$ cat src/rtl/fb_pkg.sv
// Frame-buffer write path shared definitions.
// Holds the screen geometry, the frame-buffer word/address widths, the
// queued pixel record and the output FSM state encoding used by
// pixel_write_queue and pixel_fifo.
package fb_pkg;

  localparam int H_RES     = 320;
  localparam int V_RES     = 240;
  localparam int FB_ADDR_W = 17;
  localparam int COLOUR_W  = 15;

  typedef struct packed {
    logic [8:0]          x;
    logic [7:0]          y;
    logic [COLOUR_W-1:0] colour;
  } pixel_t;

  typedef enum logic {
    WQ_IDLE  = 1'b0,
    WQ_WRITE = 1'b1
  } wq_state_t;

endpackage

$ cat src/rtl/pixel_fifo.sv
// Single-clock first-word-fall-through FIFO of pixel records.
// Ports:
//   clk, reset   : clock, synchronous active-high reset
//   push, din    : enqueue din at the tail (ignored when full)
//   pop          : drop the head entry (ignored when empty)
//   flush        : empty the FIFO, overrides push/pop
//   dout         : current head entry, valid while !empty
//   full, empty  : occupancy flags
//   count        : occupancy, 0..DEPTH
module pixel_fifo
  import fb_pkg::*;
#(
  parameter int DEPTH = 16
) (
  input  logic                   clk,
  input  logic                   reset,
  input  logic                   push,
  input  logic                   pop,
  input  logic                   flush,
  input  pixel_t                 din,
  output pixel_t                 dout,
  output logic                   full,
  output logic                   empty,
  output logic [$clog2(DEPTH):0] count
);

  localparam int AW = $clog2(DEPTH);
  localparam int CW = AW + 1;

  pixel_t          mem [DEPTH];
  logic [AW-1:0]   wr_ptr;
  logic [AW-1:0]   rd_ptr;
  logic            do_push;
  logic            do_pop;

  assign full    = (count == CW'(DEPTH));
  assign empty   = (count == '0);
  assign do_push = push && !full && !flush;
  assign do_pop  = pop && !empty && !flush;
  assign dout    = mem[rd_ptr];

  always_ff @(posedge clk) begin
    if (do_push) mem[wr_ptr] <= din;
  end

  // DEPTH is a power of two, so the pointers wrap naturally.
  always_ff @(posedge clk) begin
    if (reset || flush) begin
      wr_ptr <= '0;
      rd_ptr <= '0;
      count  <= '0;
    end else begin
      if (do_push) wr_ptr <= wr_ptr + AW'(1);
      if (do_pop)  rd_ptr <= rd_ptr + AW'(1);
      case ({do_push, do_pop})
        2'b10:   count <= count + CW'(1);
        2'b01:   count <= count - CW'(1);
        default: count <= count;
      endcase
    end
  end

endmodule

$ cat src/rtl/pixel_write_queue.sv
// Pixel write queue: buffers (x, y, colour) pixel writes from the drawing
// datapath and commits them to the 320x240 RGB555 frame buffer as linear
// word writes, absorbing frame-buffer stalls.
// Ports:
//   clk, reset                  : clock, synchronous active-high reset
//   in_valid/in_ready           : pixel handshake, accepted when both high
//   in_x, in_y, in_colour       : pixel column, row and RGB555 colour
//   flush                       : discard queued pixels and any stalled write
//   fb_stall                    : frame-buffer port busy
//   fb_we, fb_addr, fb_data     : frame-buffer write strobe, address, colour
//   count                       : FIFO occupancy
//   idle                        : FIFO empty and no write pending
//   clip_cnt                    : saturating count of clipped pixels
//                                 (present only with PIXEL_CLIP_EN)
// Build option: define PIXEL_CLIP_EN to drop off-screen pixels instead of
// writing them to raw (possibly out-of-range) addresses.
//
// state    | meaning
// ---------+-----------------------------------------------------------
// WQ_IDLE  | no write presented, fb_we low
// WQ_WRITE | fb_addr/fb_data presented with fb_we high until !fb_stall
module pixel_write_queue #(
  parameter int DEPTH = 16,
  parameter int H_RES = fb_pkg::H_RES,
  parameter int V_RES = fb_pkg::V_RES
) (
  input  logic                   clk,
  input  logic                   reset,
  input  logic                   in_valid,
  output logic                   in_ready,
  input  logic [8:0]             in_x,
  input  logic [7:0]             in_y,
  input  logic [14:0]            in_colour,
  input  logic                   flush,
  input  logic                   fb_stall,
  output logic                   fb_we,
  output logic [16:0]            fb_addr,
  output logic [14:0]            fb_data,
  output logic [$clog2(DEPTH):0] count,
  output logic                   idle
`ifdef PIXEL_CLIP_EN
  ,
  output logic [15:0]            clip_cnt
`endif
);

  import fb_pkg::*;

  wq_state_t              state;
  wq_state_t              state_nxt;
  pixel_t                 fifo_din;
  pixel_t                 fifo_dout;
  logic                   fifo_full;
  logic                   fifo_empty;
  logic                   accept;
  logic                   push;
  logic                   pop;
  logic [FB_ADDR_W-1:0]   x_ext;
  logic [FB_ADDR_W-1:0]   y_ext;
  logic [FB_ADDR_W-1:0]   pop_addr;

  // fifo_full is exactly count == DEPTH.
  assign in_ready = !reset && !flush && !fifo_full;
  assign accept   = in_valid && in_ready;
  assign fifo_din = '{x: in_x, y: in_y, colour: in_colour};

`ifdef PIXEL_CLIP_EN
  localparam logic [8:0] X_LIM = 9'(H_RES);
  localparam logic [7:0] Y_LIM = 8'(V_RES);

  logic in_range;
  assign in_range = (in_x < X_LIM) && (in_y < Y_LIM);
  assign push     = accept && in_range;

  always_ff @(posedge clk) begin
    if (reset || flush) begin
      clip_cnt <= '0;
    end else if (accept && !in_range && (clip_cnt != 16'hFFFF)) begin
      clip_cnt <= clip_cnt + 16'd1;
    end
  end
`else
  assign push = accept;
`endif

  pixel_fifo #(
    .DEPTH(DEPTH)
  ) u_fifo (
    .clk   (clk),
    .reset (reset),
    .push  (push),
    .pop   (pop),
    .flush (flush),
    .din   (fifo_din),
    .dout  (fifo_dout),
    .full  (fifo_full),
    .empty (fifo_empty),
    .count (count)
  );

  // y*320 as (y<<8)+(y<<6), widened to the full address width first.
  assign x_ext    = FB_ADDR_W'(fifo_dout.x);
  assign y_ext    = FB_ADDR_W'(fifo_dout.y);
  assign pop_addr = (y_ext << 8) + (y_ext << 6) + x_ext;

  always_comb begin
    state_nxt = state;
    pop       = 1'b0;
    case (state)
      WQ_IDLE: begin
        if (!fifo_empty) begin
          pop       = 1'b1;
          state_nxt = WQ_WRITE;
        end
      end
      WQ_WRITE: begin
        if (!fb_stall) begin
          if (!fifo_empty) pop = 1'b1;
          else             state_nxt = WQ_IDLE;
        end
      end
      default: state_nxt = WQ_IDLE;
    endcase
    // A stalled write is abandoned rather than completed.
    if (flush) begin
      pop       = 1'b0;
      state_nxt = WQ_IDLE;
    end
  end

  always_ff @(posedge clk) begin
    if (reset) begin
      state   <= WQ_IDLE;
      fb_addr <= '0;
      fb_data <= '0;
    end else begin
      state <= state_nxt;
      if (pop) begin
        fb_addr <= pop_addr;
        fb_data <= fifo_dout.colour;
      end
    end
  end

  assign fb_we = (state == WQ_WRITE);
  assign idle  = (count == '0) && (state == WQ_IDLE);

endmodule
$ cat config.mk
export PLATFORM = sky130hd
export DESIGN_NAME = pixel_write_queue
export DESIGN_NICKNAME = d
export VERILOG_FILES = /design/src/rtl/fb_pkg.sv /design/src/rtl/pixel_fifo.sv /design/src/rtl/pixel_write_queue.sv
export SDC_FILE = /design/constraint.sdc
export NUM_CORES = 1
export LEC_CHECK = 0
export BUFFER_PORTS_ARGS = -buffer_cell sky130_fd_sc_hd__buf_2
export CAP_MARGIN = 20
export CORE_MARGIN = 10
export CORE_UTILIZATION = 55
export CTS_CLUSTER_SIZE = 10
export DETAILED_ROUTE_END_ITERATION = 7
export PLACE_DENSITY = 0.83
export SLEW_MARGIN = 20
export SYNTH_ARGS = -nofsm -noshare
export SYNTH_HDL_FRONTEND = slang
export SYNTH_SLANG_ARGS = --single-unit
$ cat constraint.sdc
create_clock -name clk -period 4.6 [get_ports clk]
set_input_delay 0.69 -clock clk [delete_from_list [all_inputs] [get_ports clk]]
set_output_delay 0.69 -clock clk [all_outputs]
set_load 0.02 [all_outputs]
==> impl_metrics.env, run 1 <==
export IMPL_critical_path_buf_inv_count=2
export IMPL_wl_mm=52.3
export IMPL_die_h_um=219
export IMPL_first_pass_iters=5
export IMPL_die_area_um2=48000
export IMPL_tritoncts_clock_tree="done"
export IMPL_timing_final_crit_period_ps=4020
export IMPL_r2r_slack_ps=580
export IMPL_crit_path_max_fanout=26
export IMPL_core_area_um2=38900
export IMPL_yosysSeqAreaShare=0.752
export IMPL_synth_area_per_cell_um2=21.4
export IMPL_avgViaCountPerCell=6.46
export IMPL_worst_hold_start="fb_stall"
export IMPL_dpl_cell_area_um2=23000
export IMPL_reg2reg_to="fb_addr[16]$_SDFFE_PP0N_"
export IMPL_hold_buffers=0
export IMPL_grt_pass1_wl_mm=77.6
export IMPL_synth_edf_count=512
export IMPL_synth_top_cell_area_share=0.706
export IMPL_netlist_top_cell_by_area="edfxtp_1"
export IMPL_outcome="completed"
export IMPL_dr_first_iter_drc_count=1416
export IMPL_synthTopCellsByArea="edfxtp_1 (71%), mux4_2 (16%), dfxtp_1 (4.6%), ha_1 (1.3%), mux4_1 (1.2%)"
export IMPL_number_of_antenna_violations_at_the_first_check_in_global_routing=3
export IMPL_max_stage_delay_cell_worst_path="dfxtp_4"
export IMPL_fin_total_pwr_mw=10.5
export IMPL_share_of_post_route_cells_with_drive_strength_above_1=0.307
export IMPL_critical_path_arrival_ps=4450
export IMPL_power_switching_share=0.198
export IMPL_async_flop_share=0
export IMPL_groute_usage_overall=0.222
export IMPL_cell_internal_pwr_mw=8.44
export IMPL_die_w_um=219
export IMPL_ios=77
export IMPL_clock_fmax_ghz=0.249
export IMPL_finalCritPeriodShare=0.874
export IMPL_hold_end="fb_we$_SDFF_PP0_"
export IMPL_layout_cell_area_non_filler_um2=24900
export IMPL_nets=1205
export IMPL_critical_path_max_stage_delay_ps=660
export IMPL_portBuffers=76
export IMPL_irDropWorstVdd_mv=0.246
export IMPL_grt_setup_unrepaired="no"
export IMPL_worst_path_dominant_cell_family="multiplexers"
export IMPL_cts_sinks=562
export IMPL_floorplan_initialDensity=0.560
export IMPL_area_sequential_um2=16400
export IMPL_rr_worst_depth=12
export IMPL_hold_violations=0
export IMPL_setup_worst_path_start_class="flip-flop"
export IMPL_grt_ovf=0
export IMPL_most_instantiated_cells_after_synthesis="edfxtp_1 (512), mux4_2 (150), nand2_1 (67)"
export IMPL_routabilityCongestion=0.776
export IMPL_grt_start_max_net_pins=53
export IMPL_power_per_cell_area_nw_per_um2=423
export IMPL_max_cap_violations=0
export IMPL_seqPwrFrac=0.531
export IMPL_wire_per_inst_um=30.5
export IMPL_leakage_nw=7.92
export IMPL_synthFlopType="edfxtp_1"
export IMPL_clk_root_buffer_cell="clkbuf_16"
export IMPL_clock_insertion_delay_worst_skew_ps=580
export IMPL_slew_headroom=0.472
export IMPL_setup_viol_count_final=0
export IMPL_multiInputGateArea_um2=5190
export IMPL_synthCells=1017
export IMPL_synth_most_common_cell="edfxtp_1"
export IMPL_cts_buffers_inserted=66
export IMPL_clockBufferDepth=3
export IMPL_ys_ff_latch=562
export IMPL_drc_errors=0
export IMPL_hold_worst_slack_ps=404
export IMPL_worstMarginPinSlew_ps=790
export IMPL_finalSetupTns_ps=0
export IMPL_critical_path_cell_list="mux4_1 > mux4_2 > inv_1 > fa_1 > inv_1 > ha_1 > a21o_1 > a21oi_1 > o21ai_0 > o211a_1 > o211ai_1 > a21oi_1"
export IMPL_synthToLayoutAreaGrowth_pct=14.3
export IMPL_timing_setup_critical_path_class="reg -> reg"
export IMPL_drtAntennaViolNets=0
export IMPL_setup_slack_ps=580
export IMPL_ys_warnings_count=0
export IMPL_comb_power_share=0.021
export IMPL_htree_levels=3
export IMPL_mappedNetlistArea_um2=21800
export IMPL_place_hpwl_mm=25.8
export IMPL_post_cts_resized_instances=0
export IMPL_clk_transition_reported_paths_ps=60
export IMPL_clockPowerShare=0.448
export IMPL_synth_cell_type_count=52
export IMPL_worst_hold_path_type="in -> reg"
export IMPL_synthesis_nets=1079
export IMPL_cts_repair_timing_setup_buffer_count=0
export IMPL_place_worst_setup_slack_ps=728
export IMPL_routed_via_count=11100
export IMPL_first_global_vias=11700
export IMPL_required_time_of_the_worst_setup_path_ps=5030
export IMPL_crit_path_end_kind="flip-flop"
export IMPL_clock_skew_final_ps=25.8
export IMPL_hold_path_cell_count=3
export IMPL_maxSlewViolCount=0
export IMPL_total_switching_power_mw=2.09
export IMPL_fillerInstances=2423
export IMPL_num_rows=72
## kinds of logic (layout without fill, tap and decap cells)
| logic type | after synthesis | after routing | synth area share |
|---|---|---|---|
| muxes | 162 | 162 | 0.168 |
| AOI/OAI and AO/OA | 65 | 65 | 0.0183 |
| adders and majority gates | 25 | 25 | 0.0150 |
| and+or+nand+nor | 121 | 121 | 0.0248 |
| DFF | 562 | 562 | 0.752 |
| xor gates and xnor gates | 17 | 17 | 0.00683 |
| buffers and inverters | 65 | 240 | 0.0153 |
| other | 0 | 2 | 0 |
## power by group through the flow
stage                     clock network (mW)  logic (mW)  registers (mW)
after floorplan                            0       0.101            5.70
after global routing                    4.96       0.242            5.59
after CTS                               4.77       0.221            5.59
after global placement                     0       0.203            5.69
after detailed placement                   0       0.214            5.70
final                                   4.72       0.221            5.59
## registers in the layout, indices dropped and copies added, names as in the netlist, named ones only
| register | flops |
|---|---|
| u_fifo.rd_ptr | 4 |
| fb_we | 1 |
| fb_data | 15 |
| fb_addr | 17 |
| u_fifo.wr_ptr | 4 |
| u_fifo.count | 5 |
| u_fifo.mem | 512 |
## metal layers
layer | track usage | vias to the layer above | wire length (µm)
li1 | - | 4445 | -
met1 | 0.281 | 5776 | 19100
met2 | 0.373 | 716 | 27000
met3 | 0.0462 | 115 | 4770
met4 | 0.0839 | 2 | 1440
met5 | 0 | - | 20
## cell type report
type | instances | share of cell area
antenna | 2 | 0.000201
timing repair buffer | 112 | 0.0288
inverter | 11 | 0.00166
sequential | 562 | 0.658
clock buffer | 114 | 0.0761
multi-input combinational | 390 | 0.208
tap | 518 | 0.0260
clock inverter | 3 | 0.00106
## placed cells by master, fill, tap and decap left out, types with 3 or more instances in the layout
| cell | n |
|---|---|
| ha_1 | 23 |
| clkbuf_1 | 45 |
| nor2_4 | 12 |
| buf_4 | 30 |
| o21ai_0 | 6 |
| inv_1 | 10 |
| mux4_1 | 10 |
| a21oi_1 | 39 |
| buf_2 | 76 |
| nand2_1 | 67 |
| clkbuf_16 | 69 |
| buf_12 | 5 |
| mux4_2 | 150 |
| nor3_2 | 4 |
| dfxtp_1 | 46 |
| nor2_1 | 17 |
| xor2_1 | 11 |
| xnor2_1 | 6 |
| inv_6 | 3 |
| edfxtp_1 | 512 |
## tightest hold or removal path, cell delays in order
cell,delay (ps)
buf_2,110
nand2_1,50
a31oi_1,70
## worst max path at each step
stage	startpoint	endpoint	slack, ps	cells after the start
after floorplan	reset	u_fifo.mem[3][0]$_DFFE_PP_	260	5
after global routing	flip-flop	fb_addr[14]$_SDFFE_PP0N_	310	12
after global placement	flip-flop	fb_addr[13]$_SDFFE_PP0N_	790	11
after detailed placement	flip-flop	fb_addr[16]$_SDFFE_PP0N_	730	12
final	flip-flop	fb_addr[16]$_SDFFE_PP0N_	580	12
after CTS	flip-flop	fb_addr[16]$_SDFFE_PP0N_	590	12
## through the flow
step,cells,utilization
2_1_floorplan,1017,-
3_5_place_dp,1593,0.590
3_3_place_gp,1593,0.590
6_report,1712,0.640
5_1_grt,1711,0.640
4_1_cts,1710,0.640
No activity file was read; power rests on OpenSTA's default activity.
==> run 2, diff against run 1 <==
--- a/config.mk
+++ b/config.mk
@@ -7,11 +7,13 @@
 export LEC_CHECK = 0
 export BUFFER_PORTS_ARGS = -buffer_cell sky130_fd_sc_hd__buf_2
 export CAP_MARGIN = 20
+export CORE_ASPECT_RATIO = 1.75
 export CORE_MARGIN = 10
 export CORE_UTILIZATION = 55
 export CTS_CLUSTER_SIZE = 10
 export DETAILED_ROUTE_END_ITERATION = 7
-export PLACE_DENSITY = 0.83
+export HOLD_SLACK_MARGIN = 0.1
+export PLACE_DENSITY = 0.75
 export SLEW_MARGIN = 20
 export SYNTH_ARGS = -nofsm -noshare
 export SYNTH_HDL_FRONTEND = slang
==> run 2 against run 1 <==
Compared with the run above: clock skew shrank 8.1 ps; sequential share of layout area grew 0.29 points; setup slack lost 4.4 ps; largest power group unchanged; highest routed layer unchanged.
==> impl_metrics.env, run 2 (synthesized netlist as in run 1, its figures left out) <==
export IMPL_outcome="completed"
export IMPL_worst_hold_path_type="in -> reg"
export IMPL_grt_ovf=0
export IMPL_irDropWorstVdd_mv=0.205
export IMPL_dpl_cell_area_um2=22900
export IMPL_grtUsageMet3=0.0395
export IMPL_setup_viol_count_final=0
export IMPL_reg2reg_to="fb_addr[13]$_SDFFE_PP0N_"
export IMPL_clock_skew_final_ps=17.7
export IMPL_rr_worst_depth=12
export IMPL_share_of_post_route_cells_with_drive_strength_above_1=0.308
export IMPL_wire_per_inst_um=28.7
export IMPL_die_area_um2=48300
export IMPL_fin_total_pwr_mw=10.4
export IMPL_crit_path_end_kind="flip-flop"
export IMPL_post_cts_resized_instances=0
export IMPL_layout_cell_area_non_filler_um2=24800
export IMPL_die_w_um=170
export IMPL_clock_insertion_delay_worst_skew_ps=580
export IMPL_clk_root_buffer_cell="clkbuf_16"
export IMPL_number_of_antenna_violations_at_the_first_check_in_global_routing=7
export IMPL_required_time_of_the_worst_setup_path_ps=5090
export IMPL_routed_via_count=10600
export IMPL_drc_errors=0
export IMPL_first_pass_iters=5
export IMPL_die_h_um=283
export IMPL_drtAntennaViolNets=0
export IMPL_groute_layer_met1_usage=0.240
export IMPL_grt_pass1_wl_mm=72.5
export IMPL_r2r_slack_ps=580
export IMPL_most_common_cell_after_layout_fill_and_taps_aside="edfxtp_1"
export IMPL_critical_path_cell_list="buf_4 > mux4_2 > mux4_2 > ha_1 > ha_1 > fa_1 > a21oi_1 > o21ai_0 > a21oi_1 > xnor2_1 > nand2_1 > a21oi_1"
export IMPL_grt_busiest_layer="met2"
export IMPL_hold_path_cell_count=3
export IMPL_largest_register="u_fifo.mem"
export IMPL_hold_end="fb_we$_SDFF_PP0_"
export IMPL_place_worst_setup_slack_ps=608
export IMPL_clk_transition_reported_paths_ps=60
export IMPL_finalCritPeriodShare=0.875
export IMPL_largestRegisters="u_fifo.mem x512, fb_addr x17, fb_data x15"
export IMPL_worst_hold_start="fb_stall"
export IMPL_avgViaCountPerCell=6.27
export IMPL_grt_setup_unrepaired="no"
export IMPL_finalSetupTns_ps=0
export IMPL_synthToLayoutAreaGrowth_pct=13.8
export IMPL_floorplan_initialDensity=0.556
export IMPL_fillerInstances=2576
export IMPL_slew_headroom=0.412
export IMPL_setup_slack_ps=575
export IMPL_place_hpwl_mm=25.0
export IMPL_power_per_cell_area_nw_per_um2=420
export IMPL_worstMarginPinSlew_ps=881
export IMPL_dr_first_iter_drc_count=981
export IMPL_cts_buffers_inserted=66
export IMPL_met2_usage=0.362
export IMPL_crit_path_max_fanout=13
export IMPL_groute_usage_overall=0.207
export IMPL_routabilityCongestion=0.758
export IMPL_clockBufferDepth=3
export IMPL_max_stage_delay_cell_worst_path="mux4_2"
export IMPL_critical_path_arrival_ps=4520
export IMPL_cts_repair_timing_setup_buffer_count=0
export IMPL_critPathMostFrequentCell="a21oi_1"
export IMPL_num_rows=96
export IMPL_cts_sinks=562
export IMPL_timing_final_crit_period_ps=4020
export IMPL_hold_violations=0
export IMPL_grt_start_max_net_pins=45
export IMPL_timing_setup_critical_path_class="reg -> reg"
export IMPL_leakage_nw=7.89
export IMPL_nets=1205
export IMPL_tritoncts_clock_tree="done"
export IMPL_max_cap_violations=0
export IMPL_clock_fmax_ghz=0.248
export IMPL_setup_worst_path_start_class="flip-flop"
export IMPL_layout_cells_most_common_list="edfxtp_1 (512), mux4_2 (150), buf_2 (76)"
export IMPL_critical_path_max_stage_delay_ps=550
export IMPL_ios=77
export IMPL_largest_register_ff_count=512
export IMPL_maxSlewViolCount=0
export IMPL_first_global_vias=11300
export IMPL_htree_levels=3
export IMPL_core_area_um2=39200
export IMPL_wl_mm=48.4
export IMPL_hold_buffers=0
export IMPL_final_core_util=0.633
export IMPL_portBuffers=76
==> run 2: cell types whose count changed in the layout (fill, tap and decap cells not counted), sizes merged <==
cell	previous run	this run
clkbuf	114	110
inv	14	17
diode	2	4
clkinv	0	1
==> run 2: area by class of cell <==
class                   count  area [µm²]  share of cell area
flip-flops and latches    562       16400               0.661
multi-input cells         390        5190               0.209
clock buffers             110        1820              0.0733
repair buffers            112         663              0.0267
well taps                 490         613              0.0247
clock inverters             7        80.1             0.00323
inverters                  11        41.3             0.00167
diodes                      4        10.0            0.000404
==> run 2: metal layers <==
metal	up-vias	share of wire
met5	-	0.00052
met1	5570	0.36
met4	4	0.033
li1	4453	-
met2	437	0.55
met3	109	0.060
==> run 2: stage by stage <==
stage	std cells	hold slack, ps
after CTS	1682	396
after global placement	1565	437
after floorplan	1017	472
final	1686	422
after detailed placement	1565	443
after global routing	1686	433
==> run 2: worst max path at each step <==
stage	startpoint	to	slack (ps)	cells past startpoint
floorplan	reset	u_fifo.mem[3][0]$_DFFE_PP_	260	5
global placement	flip-flop	fb_addr[14]$_SDFFE_PP0N_	660	10
detailed placement	flip-flop	fb_addr[13]$_SDFFE_PP0N_	610	12
finish	flip-flop	fb_addr[13]$_SDFFE_PP0N_	580	12
CTS	flip-flop	fb_addr[13]$_SDFFE_PP0N_	560	12
global route	flip-flop	fb_addr[14]$_SDFFE_PP0N_	300	10
==> run 2: worst max-delay path: cells and delay by family (launching register included) <==
kind | cells | cell delay, ps
mux | 2 | 1070
fa+ha+maj | 3 | 980
compound gates | 4 | 890
flops | 1 | 500
buf+inv | 1 | 270
xor+xnor | 1 | 160
simple gates | 1 | 70
==> run 2: where the power goes <==
group	leakage (nW)	internal (mW)	switching [mW]	total, mW
Clock	0.905	2.70	1.91	4.61
Sequential	5.01	5.58	0.00718	5.59
Combinational	1.98	0.0721	0.141	0.213
Total	7.89	8.36	2.05	10.4
==> run 3, diff against run 2 <==
--- a/config.mk
+++ b/config.mk
@@ -5,15 +5,16 @@
 export SDC_FILE = /design/constraint.sdc
 export NUM_CORES = 1
 export LEC_CHECK = 0
+export ABC_AREA = 1
 export BUFFER_PORTS_ARGS = -buffer_cell sky130_fd_sc_hd__buf_2
 export CAP_MARGIN = 20
 export CORE_ASPECT_RATIO = 1.75
 export CORE_MARGIN = 10
-export CORE_UTILIZATION = 55
+export CORE_UTILIZATION = 56
 export CTS_CLUSTER_SIZE = 10
 export DETAILED_ROUTE_END_ITERATION = 7
 export HOLD_SLACK_MARGIN = 0.1
-export PLACE_DENSITY = 0.75
+export PLACE_DENSITY = 0.76
 export SLEW_MARGIN = 20
 export SYNTH_ARGS = -nofsm -noshare
 export SYNTH_HDL_FRONTEND = slang
==> run 3 against run 2 <==
Compared with the run above: global-route usage increased by 3.1 points; worst hold slack got worse by 48 ps; routed wire length increased by 20%; flip-flop and latch count unchanged; largest cell class unchanged; fmax increased by 5.0%; setup slack improved by 190 ps; critical path type unchanged; clock power increased by 3%; area after synthesis increased by 2.9%.
==> impl_metrics.env, run 3 <==
export IMPL_outcome="completed"
export IMPL_hold_violations=0
export IMPL_hold_buffers=0
export IMPL_route_met2_wl_mm=30.6
export IMPL_num_rows=96
export IMPL_total_switching_power_mw=2.33
export IMPL_grt_start_max_net_pins=94
export IMPL_clock_insertion_delay_worst_skew_ps=590
export IMPL_fillerInstances=2773
export IMPL_crit_path_max_fanout=58
export IMPL_place_detailed_instances=2221
export IMPL_synth_top_cell_area_share=0.686
export IMPL_drtAntennaViolNets=0
export IMPL_synthesis_nets=1792
export IMPL_clk_root_buffer_cell="clkbuf_16"
export IMPL_routed_via_count=14900
export IMPL_floorplan_initialDensity=0.569
export IMPL_grt_pass1_wl_mm=87.7
export IMPL_maxSlewViolCount=0
export IMPL_synth_area_per_cell_um2=13.0
export IMPL_setup_worst_path_start_class="flip-flop"
export IMPL_count_of_placed_standard_cells_in_the_final_layout_fillers_left_out=2338
export IMPL_netlist_top_cell_by_area="edfxtp_1"
export IMPL_synthToLayoutAreaGrowth_pct=12.5
export IMPL_layout_cells_most_common_list="edfxtp_1 (512), nor2_1 (344), o21ai_0 (254)"
export IMPL_tritoncts_clock_tree="done"
export IMPL_most_common_cell_after_layout_fill_and_taps_aside="edfxtp_1"
export IMPL_timing_setup_critical_path_class="reg -> reg"
export IMPL_first_pass_iters=8
export IMPL_synthTopCellsByArea="edfxtp_1 (69%), nor2_1 (6.0%), o21ai_0 (5.7%), dfxtp_1 (4.5%), o22ai_1 (2.5%)"
export IMPL_cts_sinks=562
export IMPL_finalSetupTns_ps=0
export IMPL_most_instantiated_cells_after_synthesis="edfxtp_1 (512), nor2_1 (360), o21ai_0 (254)"
export IMPL_clockBufferDepth=3
export IMPL_layout_cell_area_non_filler_um2=25200
export IMPL_number_of_antenna_violations_at_the_first_check_in_global_routing=4
export IMPL_mappedNetlistArea_um2=22400
export IMPL_die_h_um=285
export IMPL_setup_viol_count_final=0
export IMPL_async_flop_share=0
export IMPL_timing_final_crit_period_ps=3830
export IMPL_first_global_vias=15000
export IMPL_power_switching_share=0.213
export IMPL_place_hpwl_mm=32.0
export IMPL_htree_levels=3
export IMPL_share_of_post_route_cells_with_drive_strength_above_1=0.120
export IMPL_routabilityCongestion=0.894
export IMPL_synth_edf_count=512
export IMPL_irDropWorstVdd_mv=0.285
export IMPL_crit_path_end_kind="flip-flop"
export IMPL_nets=1861
export IMPL_portBuffers=76
export IMPL_dr_max_layer_used="met4"
export IMPL_synth_cell_type_count=41
export IMPL_met1_length_mm=20.2
export IMPL_cts_buffers_inserted=66
export IMPL_largest_register_ff_count=512
export IMPL_final_core_util=0.640
export IMPL_groute_usage_overall=0.238
export IMPL_largest_register="u_fifo.mem"
export IMPL_dpl_cell_area_um2=23300
export IMPL_critical_path_arrival_ps=4300
export IMPL_clockPowerShare=0.432
export IMPL_place_worst_setup_slack_ps=864
export IMPL_cts_repair_timing_setup_buffer_count=0
export IMPL_dr_first_iter_drc_count=1791
export IMPL_largestRegisters="u_fifo.mem x512, fb_addr x17, fb_data x15"
export IMPL_avgViaCountPerCell=6.38
export IMPL_synth_most_common_cell="edfxtp_1"
export IMPL_core_area_um2=39400
export IMPL_synthFlopType="edfxtp_1"
export IMPL_worst_hold_path_type="in -> reg"
export IMPL_power_per_cell_area_nw_per_um2=434
export IMPL_post_cts_resized_instances=0
export IMPL_clock_fmax_ghz=0.261
export IMPL_dr_wl_met3_mm=4.56
export IMPL_die_area_um2=48700
export IMPL_comb_power_share=0.053
export IMPL_max_cap_violations=0
export IMPL_drc_errors=0
export IMPL_slew_headroom=0.417
export IMPL_required_time_of_the_worst_setup_path_ps=5070
export IMPL_synthCells=1730
export IMPL_leakage_nw=8.68
export IMPL_cell_internal_pwr_mw=8.62
export IMPL_worstMarginPinSlew_ps=874
export IMPL_seqPwrFrac=0.515
export IMPL_clock_skew_final_ps=17.5
export IMPL_finalCritPeriodShare=0.833
export IMPL_yosysSeqAreaShare=0.731
export IMPL_fin_total_pwr_mw=11.0
export IMPL_setup_slack_ps=767
export IMPL_hold_worst_slack_ps=374
export IMPL_clk_transition_reported_paths_ps=60
export IMPL_ios=77
export IMPL_ys_warnings_count=0
export IMPL_wl_mm=58.2
export IMPL_grt_setup_unrepaired="no"
export IMPL_ys_ff_latch=562
export IMPL_die_w_um=171
export IMPL_wire_per_inst_um=24.9
export IMPL_grt_ovf=0
## run 3: cell types whose count changed in the layout (fill, tap and decap cells not counted), moves of 10 or more
cell | before | now
o22ai_1 | 0 | 88
inv_1 | 10 | 51
mux4_2 | 150 | 0
o211ai_1 | 1 | 26
nand3_1 | 1 | 34
o21ai_1 | 1 | 61
nor2_1 | 17 | 344
mux4_1 | 10 | 0
nand2_1 | 67 | 40
o21ai_0 | 6 | 254
a21oi_1 | 39 | 23
o221ai_1 | 0 | 51
## run 3: worst paths after layout
kind	start	end	slack, ps	cells past startpoint
setup / recovery	flip-flop	fb_addr[13]$_SDFFE_PP0N_	770	14
hold reg to reg	fb_addr[6]$_SDFFE_PP0N_	fb_addr[6]$_SDFFE_PP0N_	490	2
hold / removal	fb_stall	fb_we$_SDFF_PP0_	370	3
setup reg to reg	flip-flop	fb_addr[13]$_SDFFE_PP0N_	770	14
## run 3: routing by layer
layer | vias up | GRT usage
met5 | - | 0
met2 | 819 | 0.413
met3 | 166 | 0.0436
met4 | 0 | 0.132
met1 | 7376 | 0.268
li1 | 6563 | -
## run 3: critical path, stage by stage, from the launching register on
cell,delay [ps]
dfxtp_4,690
inv_2,300
buf_12,270
o21ai_0,130
o221ai_1,170
nand3_1,190
nand2_1,110
ha_1,300
ha_1,220
fa_1,460
a31oi_1,270
o21ai_0,140
xor2_1,160
o21ai_0,170
inv_1,60
## run 3: cells by family after synthesis
family | share of synthesized area
and+or+nand+nor | 0.0793
adders and majority gates | 0.0146
DFF | 0.731
buffers and inverters | 0.0385
xor gates and xnor gates | 0.00430
AOI/OAI and AO/OA | 0.132
## run 3: cell type report
class / count / area [µm²] / share of cell area
sequential: 562 / 16400 / 0.650
multi-input combinational: 998 / 5290 / 0.210
clock buffer: 112 / 1930 / 0.0766
timing repair buffer: 115 / 761 / 0.0302
tap: 490 / 613 / 0.0243
inverter: 56 / 215 / 0.00853
clock inverter: 2 / 17.5 / 0.000695
antenna: 3 / 7.51 / 0.000298
## run 3: power by group through the flow
stage / clock network [mW] / registers (mW) / logic, mW
floorplan: 0 / 5.77 / 0.333
global placement: 0 / 5.74 / 0.555
detailed placement: 0 / 5.74 / 0.574
CTS: 4.76 / 5.64 / 0.580
global route: 4.97 / 5.64 / 0.641
finish: 4.73 / 5.64 / 0.585
